**config.mk**
```make
export PLATFORM = sky130hd
export DESIGN_NAME = fetch_ctrl
export DESIGN_NICKNAME = d
export VERILOG_FILES = /design/src/rtl/fetch_ctrl.sv
export SDC_FILE = /design/constraint.sdc
export NUM_CORES = 1
export LEC_CHECK = 0
export CORE_MARGIN = 4
export CORE_UTILIZATION = 46
export CTS_BUF_LIST = sky130_fd_sc_hd__clkbuf_16
export DETAILED_ROUTE_END_ITERATION = 8
export PLACE_DENSITY = 0.85
export SKIP_LAST_GASP = 1
export SYNTH_ARGS = -nofsm -noshare
export SYNTH_HDL_FRONTEND = slang
export SYNTH_SLANG_ARGS = --single-unit
```
**constraint.sdc**
```tcl
create_clock -name s_clk_i -period 2.7 [get_ports s_clk_i]
set_input_delay 0.54 -clock s_clk_i [delete_from_list [all_inputs] [get_ports s_clk_i]]
set_output_delay 0.54 -clock s_clk_i [all_outputs]
set_load 0.05 [all_outputs]
```
**src/rtl/fetch_ctrl.sv**
```systemverilog
// Instruction fetch controller: AHB-Lite master that fills the IFB under a credit rule and handles redirects.
// Define FETCH_CHECKSUM_EN to drive a SECDED checksum of each pushed instruction word on s_checksum_o.
module fetch_ctrl #(
   parameter int          IFB_SIZE  = 2,
   parameter logic [31:0] BOOT_ADDR = 32'h0000_0000,
   localparam int         IFB_WIDTH = 38
) (
   input  logic                 s_clk_i,
   input  logic                 s_resetn_i,
   input  logic                 s_redirect_i,
   input  logic [31:0]          s_redirect_addr_i,
   input  logic [IFB_SIZE-1:0]  s_ifb_occupied_i,
   input  logic                 s_ifb_pop_i,
   input  logic                 s_hready_i,
   input  logic                 s_hresp_i,
   input  logic [31:0]          s_hrdata_i,
   output logic [31:0]          s_haddr_o,
   output logic [1:0]           s_htrans_o,
   output logic                 s_push_o,
   output logic [IFB_WIDTH-1:0] s_data_o,
   output logic [6:0]           s_checksum_o
);

   localparam logic [1:0] HTRANS_IDLE   = 2'b00;
   localparam logic [1:0] HTRANS_NONSEQ = 2'b10;
   localparam logic [2:0] FETCH_VALID   = 3'b001;
   localparam logic [2:0] FETCH_BSERR   = 3'b010;
   localparam int         CW            = $clog2(IFB_SIZE + 2) + 1;

   typedef enum logic [1:0] {
      ST_BOOT,
      ST_RUN,
      ST_HOLD,
      ST_REDIR
   } state_t;

   state_t state, state_next;

   logic [31:0]   pc, pc_next, redir_addr, redirect_target, fetch_word;
   logic          dp_pending, dp_discard, ap_stall;
   logic [CW-1:0] occ_count;
   logic          credit_ok, nonseq, accept, stall_now, complete, push;
   logic [2:0]    status;

   always_comb begin
      occ_count = '0;
      for (int i = 0; i < IFB_SIZE; i++) begin
         occ_count = occ_count + CW'(s_ifb_occupied_i[i]);
      end
   end

   // Pop is added on the right-hand side so the comparison never underflows.
   assign credit_ok       = (occ_count + CW'(dp_pending)) < (CW'(IFB_SIZE) + CW'(s_ifb_pop_i));
   assign redirect_target = s_redirect_addr_i & ~32'h3;

   always_ff @(posedge s_clk_i or negedge s_resetn_i) begin
      if (!s_resetn_i) begin
         state <= ST_BOOT;
      end else begin
         state <= state_next;
      end
   end

   always_comb begin
      state_next = state;
      case (state)
         ST_BOOT:  state_next = ST_RUN;
         ST_RUN: begin
            if (s_redirect_i && stall_now) begin
               state_next = ST_REDIR;
            end else if (!nonseq) begin
               state_next = ST_HOLD;
            end
         end
         ST_HOLD:  if (credit_ok) state_next = ST_RUN;
         ST_REDIR: if (accept) state_next = ST_RUN;
         default:  state_next = ST_BOOT;
      endcase
   end

   // A stalled address phase keeps NONSEQ asserted whatever the credit does meanwhile.
   always_comb begin
      nonseq = 1'b0;
      case (state)
         ST_RUN:   nonseq = ap_stall | credit_ok;
         ST_REDIR: nonseq = 1'b1;
         default:  nonseq = 1'b0;
      endcase
   end

   assign accept    = nonseq & s_hready_i;
   assign stall_now = nonseq & ~s_hready_i;
   assign complete  = dp_pending & s_hready_i;
   assign push      = complete & ~dp_discard & ~s_redirect_i;

   always_comb begin
      pc_next = pc;
      if (state == ST_REDIR) begin
         if (accept) pc_next = s_redirect_i ? redirect_target : redir_addr;
      end else if (s_redirect_i && !stall_now) begin
         pc_next = redirect_target;
      end else if (accept) begin
         pc_next = pc + 32'd4;
      end
   end

   // Anything accepted during a redirect, or while one is pending, is wrong-path and gets discarded.
   always_ff @(posedge s_clk_i or negedge s_resetn_i) begin
      if (!s_resetn_i) begin
         pc         <= BOOT_ADDR;
         redir_addr <= '0;
         dp_pending <= 1'b0;
         dp_discard <= 1'b0;
         ap_stall   <= 1'b0;
      end else begin
         pc       <= pc_next;
         ap_stall <= stall_now;
         if (s_redirect_i && stall_now) begin
            redir_addr <= redirect_target;
         end
         if (s_hready_i) begin
            dp_pending <= accept;
            dp_discard <= accept & (s_redirect_i | (state == ST_REDIR));
         end else begin
            dp_discard <= dp_discard | s_redirect_i;
         end
      end
   end

   assign status     = s_hresp_i ? FETCH_BSERR : FETCH_VALID;
   assign fetch_word = (push && !s_hresp_i) ? s_hrdata_i : 32'h0;

   assign s_haddr_o  = pc;
   assign s_htrans_o = nonseq ? HTRANS_NONSEQ : HTRANS_IDLE;
   assign s_push_o   = push;
   assign s_data_o   = push ? {2'b00, status, 1'b0, fetch_word} : '0;

`ifdef FETCH_CHECKSUM_EN
   // Hamming(38,32) with check bits at power-of-two positions, plus an overall parity bit in [6].
   function automatic logic [6:0] secded_encode(input logic [31:0] d);
      logic [38:0] cw;
      logic [5:0]  c;
      int          k;
      cw = '0;
      c  = '0;
      k  = 0;
      for (int p = 1; p < 39; p++) begin
         if ((p & (p - 1)) != 0) begin
            cw[p] = d[k];
            k++;
         end
      end
      for (int p = 1; p < 39; p++) begin
         for (int b = 0; b < 6; b++) begin
            if (p[b]) c[b] = c[b] ^ cw[p];
         end
      end
      return {(^d) ^ (^c), c};
   endfunction

   assign s_checksum_o = secded_encode(fetch_word);
`else
   assign s_checksum_o = 7'b0;
`endif

endmodule

```
After elaboration in Yosys (flattened, before gate mapping)
Index checks and enable logic that the tools add are counted.

Register bits: 67. Input port bits: 72. Output and inout bits: 80. Word-level logic and storage cells: 54.

$add $sub $neg: 4. Order comparisons: 1. Equality and inequality tests: 6. Mux-type cells: 16. Bitwise operators: 12. Reduce and logical (&&, ||, !) cells: 9.

Operator list (count): 32-bit two-way mux (6); 35-bit two-way mux (1); 32-bit by 3-bit adder with 32-bit output, second input constant (1); 2-bit two-way mux (6); 2-bit one-hot mux with 4 select lines (1); 1-bit bitwise AND (6); 2-bit equality test, second input constant (2); 2-bit != test, second input constant (2); 2-bit by 1-bit adder with 3-bit output (1); 2-bit by 1-bit adder with 3-bit output, first input constant (1); 1-bit logical AND (3); 3-bit less-than comparator (1); 3-bit != test, second input constant (1); 1-bit inverter (3); 1-bit OR (3); 3-bit AND reduction (1); 1-bit by 1-bit adder with 2-bit output (1); 2-bit by 1-bit equality test with 1-bit output, second input constant (1); 1-bit zero test (2); 2-bit zero test (1); 1-bit one-hot mux with 2 select lines (1); 2-bit AND reduction (1); 2-bit nonzero test (1); 1-bit two-way mux (1).

Depth between registers and ports, before layout
Depth after elaboration: 10. Gate-level depth with buffers: 10. Gate-level depth less buffers: 7.

Worst setup path before layout
No wires, ideal clock.

Path type: input to output. Start point: input port s_redirect_i. End point: output port s_data_o[23]. Arrival time: 2.723 ns. Data required time: 2.160 ns. Slack: -0.563 ns. Stages on the path: 6. Buffers on the path: 2. Path through: buf_2 nor2_1 and3_1 nor2b_1 clkbuf_1 and2_1.

Word-level cells in the longest chain between the ends: 5.

RTL lines: from (decl) (line 10) `input logic s_redirect_i,`; 1-bit inverter * (line 94) `assign push = complete & ~dp_discard & ~s_redirect_i;`; 1-bit bitwise AND * (line 94); net s_push_o (line 19) `output logic s_push_o,`; 1-bit logical AND (line 131) `assign fetch_word = (push && !s_hresp_i) ? s_hrdata_i : 32'h0;`; 32-bit two-way mux (line 131); 35-bit two-way mux * (line 136) `assign s_data_o = push ? {2'b00, status, 1'b0, fetch_word} : '0;`; to (decl) (line 20) `output logic [IFB_WIDTH-1:0] s_data_o,`.

The timed path passes the listed nets; every way through them passes the cells marked *.

Worst setup path after layout
Start point: input port s_ifb_occupied_i[1]. End point: register pc[31] (netlist: s_haddr_o[31]).

Word-level cells in the longest chain between the ends: 10. Elaborated cells on any way between the ends: 14. Classes of those cells: 2 x add/sub; 1 x order compare; 1 x eq/ne; 3 x mux; 3 x bitwise; 4 x reduce/logical.

RTL lines: from (decl) (line 12) `input logic [IFB_SIZE-1:0] s_ifb_occupied_i,`; 1-bit by 1-bit adder with 2-bit output * (line 48) `occ_count = occ_count + CW'(s_ifb_occupied_i[i]);`; 2-bit by 1-bit adder with 3-bit output * (line 53) `assign credit_ok = (occ_count + CW'(dp_pending)) < (CW'(IFB_SIZE) + CW'(s_ifb_pop_i));`; 3-bit less-than comparator * (line 53); 1-bit OR * (line 85) `ST_RUN: nonseq = ap_stall | credit_ok;`; 1-bit one-hot mux with 2 select lines * (line 84) `case (state)`; 1-bit bitwise AND * (line 92) `assign stall_now = nonseq & ~s_hready_i;`; net stall_now (line 42) `logic credit_ok, nonseq, accept, stall_now, complete, push;`; 1-bit zero test * (line 100) `end else if (s_redirect_i && !stall_now) begin`; 1-bit logical AND * (line 100); 32-bit two-way mux or 2-bit nonzero test (tied branches); 32-bit two-way mux or 2-bit AND reduction (tied branches); to (signal assigned) (line 116) `pc <= pc_next;`; to (decl) (line 39) `logic [31:0] pc, pc_next, redir_addr, redirect_target, fetch_word;`.

Marks and branches as above. A chain may end at the register's enable or synchronous reset.

==> flow_metrics.env <==
export IMPL_status="complete, but fails checks"
export IMPL_violations="negative setup slack"
export IMPL_path_delay_family="compound AO/OA/AOI/OAI gates"
export IMPL_diodes=0
export IMPL_tightest_slew_ps=648
export IMPL_drc=0
export IMPL_syn_instance_count=451
export IMPL_finClkSkew_ps=6.72
export IMPL_pre_cts_ws_ps=-424
export IMPL_setup_ws_ps=-5.16
export IMPL_synth_compound_area_share_pct=22.7
export IMPL_wl_per_cell_microns=20.1
export IMPL_cts_sinks=65
export IMPL_ir_worst_vdd_uv=831
export IMPL_numPortBuffers=135
export IMPL_syn_avg_cell_area_sq_um=9.37
export IMPL_worstPathArrival_ps=2970
export IMPL_synth_seq_cells=65
export IMPL_start_kind="primary input"
export IMPL_path_cells="dlygate4sd2_1, inv_2, fa_2, buf_4, buf_4, a2111oi_4, buf_4, nor2_1, a31o_2, a21oi_1, a2bb2oi_1"
export IMPL_first_pass_iters=5
export IMPL_finalSetupViolations=1
export IMPL_crit_top_cell="buf_4"
export IMPL_pin_count=152
export IMPL_htree_num_levels=3
export IMPL_max_stage_delay_ps=490
export IMPL_min_period_ps=2710
export IMPL_min_path_type="primary input to asynchronous set/reset pin"
export IMPL_clk_pin_slew_ps=50
export IMPL_fin_nets=690
export IMPL_placed_cells=705
export IMPL_grt_max_degree=66
export IMPL_fin_cells=728
export IMPL_critPathKind="primary input to flip-flop"
export IMPL_yosysUniqueCellTypes=67
export IMPL_cts_tree="built"
export IMPL_syn_to_final_growth_pct=56.9
export IMPL_cts_root_buf="clkbuf_16"
export IMPL_grt_overflow=0
export IMPL_dpl_instance_area_sq_um=6220
export IMPL_period_share_pct=100
export IMPL_critPathCaptureType="flip-flop"
export IMPL_routed_wl_mm=14.6
export IMPL_routed_via_density=6.17
export IMPL_grt_pass1_vias=4368
export IMPL_antenna_found_initial=0
export IMPL_highest_layer="met4"
export IMPL_final_area_sq_um=6630
export IMPL_synth_cell_area_sq_um=4230
export IMPL_die_h_microns=104
export IMPL_die_area_sq_um=10800
export IMPL_p_leak_uw=0.00271
export IMPL_clk_latency_ps=340
export IMPL_vias=4491
export IMPL_finalMaxSlewViolations=0
export IMPL_final_layout_size_suffix_gt1_share_pct=27.3
export IMPL_rsz0062_at_grt="yes"
export IMPL_yosysSeqAreaShare_pct=38.5
export IMPL_met3_wirelength_mm=1.18
export IMPL_cts_buffer_depth=2
export IMPL_path_buf_inv=5
export IMPL_crit_fanout=4
export IMPL_track_usage_pct=26.1
export IMPL_synthAdderAreaFrac_pct=0.770
export IMPL_hold_slack_ps=212
export IMPL_hpwl_mm=10.5
export IMPL_numCtsBuffers=9
export IMPL_relSlewSlack_pct=56.6
export IMPL_async_flop_share_pct=100
export IMPL_wl_met2_mm=7.45
export IMPL_maxCapViolCount=0
export IMPL_synth_edf_count=0
export IMPL_synth_top_flop_cell="dfrtp_1"
export IMPL_report_power_total_uw=7170
export IMPL_power_density_nw_per_um2=1080
export IMPL_multi_input_comb_area_sq_um=2400
export IMPL_drtAntennaViolNets=0
export IMPL_routabilityCongestion=0.905
export IMPL_yosysWarnings=0
export IMPL_drtIter0Drc=473
export IMPL_fmax_mhz=370
export IMPL_hold_viol_final=0
export IMPL_synth_simple_area_share_pct=18.7
export IMPL_row_count=34
export IMPL_synthMuxAreaShare_pct=11.1
export IMPL_crit_path_top_delay_cell="a2111oi_4"
export IMPL_synthXorXnorAreaFrac_pct=1.04
export IMPL_regArea_sq_um=1630
export IMPL_route_layer_met1_wl_mm=5.61
export IMPL_fill_cells=601
export IMPL_synth_top_family_by_area="compound AO/OA/AOI/OAI gates"
export IMPL_crit_required_ps=2960
export IMPL_grt_pass1_wl_mm=22.8
export IMPL_coreArea_sq_um=8850
export IMPL_initial_core_util_pct=47.8
export IMPL_die_width_microns=104
[synthesized netlist by cell type (all sizes together), types with 11 or more instances]
library cell	n	area, sq um
nor2	23	86.3
clkbuf	15	57.6
nand3	13	65.1
a21oi	29	145
mux2	31	349
dfrtp	65	1630
mux2i	12	120
nand2	26	97.6
buf	32	214
and2	35	219
o21ai	32	160
nand4	11	83.8
[stage by stage]
stage	setup TNS [ps]	util, %
global placement	-19230	70.3
global route	-484	74.9
finish	-5.16	74.9
CTS	0	73.3
detailed placement	-21360	70.3
floorplan	0	-
[timing repair]
| item | 4_1_cts | 5_1_grt |
|---|---|---|
| setup buffers | 2 | 4 |
| pin swaps | 2 | 6 |
| resized for setup | 5 | 27 |
| endpoints found under the setup margin | 47 | 67 |
| hold buffers | 0 | 0 |
| cloned | 0 | 3 |
[where the power goes]
part           switching, uW  leakage [uW]  internal (uW)
Combinational           2330       0.00182           1790
Clock                    424      0.000133            601
Sequential               565      0.000764           1460
Total                   3320       0.00271           3850
[cells in the final DEF, fill, tap and decap left out, drive strengths merged, types with 3 or more instances in the layout]
cell,n
a221o,4
a2bb2oi,3
a31oi,8
o221ai,4
clkinv,5
nand3,13
o31ai,3
o211ai,3
o22a,5
clkdlybuf4s50,96
a22oi,3
nor2,23
o22ai,6
o2bb2ai,3
conb,14
a31o,3
and2,35
buf,89
o31a,4
nand2b,3
o21ai,32
nor4,10
nor3,10
nand4,11
inv,8
xnor2,4
a211oi,3
a21oi,29
mux2i,12
nand2,26
a22o,8
a221oi,3
and3,3
or4,3
clkbuf,10
dfrtp,65
mux2,31
[path summary, 6_finish.rpt]
| check | startpoint | depth (start not counted) | endpoint | slack (ps) |
|---|---|---|---|---|
| worst max-delay path | s_ifb_occupied_i[1] | 11 | s_haddr_o[31]$_DFFE_PN0P_ | -5 |
| worst min-delay path | s_resetn_i | 2 | redir_addr[14]$_DFFE_PN0P_ | 210 |
| worst max register to register | dp_pending$_DFFE_PN0P_ | 10 | s_haddr_o[31]$_DFFE_PN0P_ | 40 |
| worst min register to register | redir_addr[23]$_DFFE_PN0P_ | 1 | redir_addr[23]$_DFFE_PN0P_ | 500 |
| max in group asynchronous | s_resetn_i | 2 | redir_addr[28]$_DFFE_PN0P_ | 2200 |
| min in group s_clk_i | redir_addr[23]$_DFFE_PN0P_ | 1 | redir_addr[23]$_DFFE_PN0P_ | 500 |
[kinds of logic (layout without fill, tap and decap cells)]
group           Yosys count  after routing
xor+xnor                  5              5
flops                    65             65
fa+ha+maj                 2              2
compound gates          136            136
simple gates            145            145
buf+inv                  54            210
mux                      43             43
other cells               1             14
[per-layer routing]
layer	vias to the layer above	track usage (%)
met4	0	8.93
met5	-	0
met1	2150	32.4
met3	56	6.03
li1	2008	-
met2	277	44.8
[final cells by class]
class | count | share of cell area, %
tap | 108 | 2.04
multi-input combinational | 345 | 36.2
clock inverter | 6 | 0.415
timing repair buffer | 188 | 33.0
clock buffer | 9 | 3.40
inverter | 7 | 0.396
sequential | 65 | 24.5
[flip-flops by register name, summed over array words and instances (netlist names)]
name	flops
s_haddr_o	30
dp_pending	1
state	2
ap_stall	1
dp_discard	1
redir_addr	30
Power figures use the tool's default switching activity.
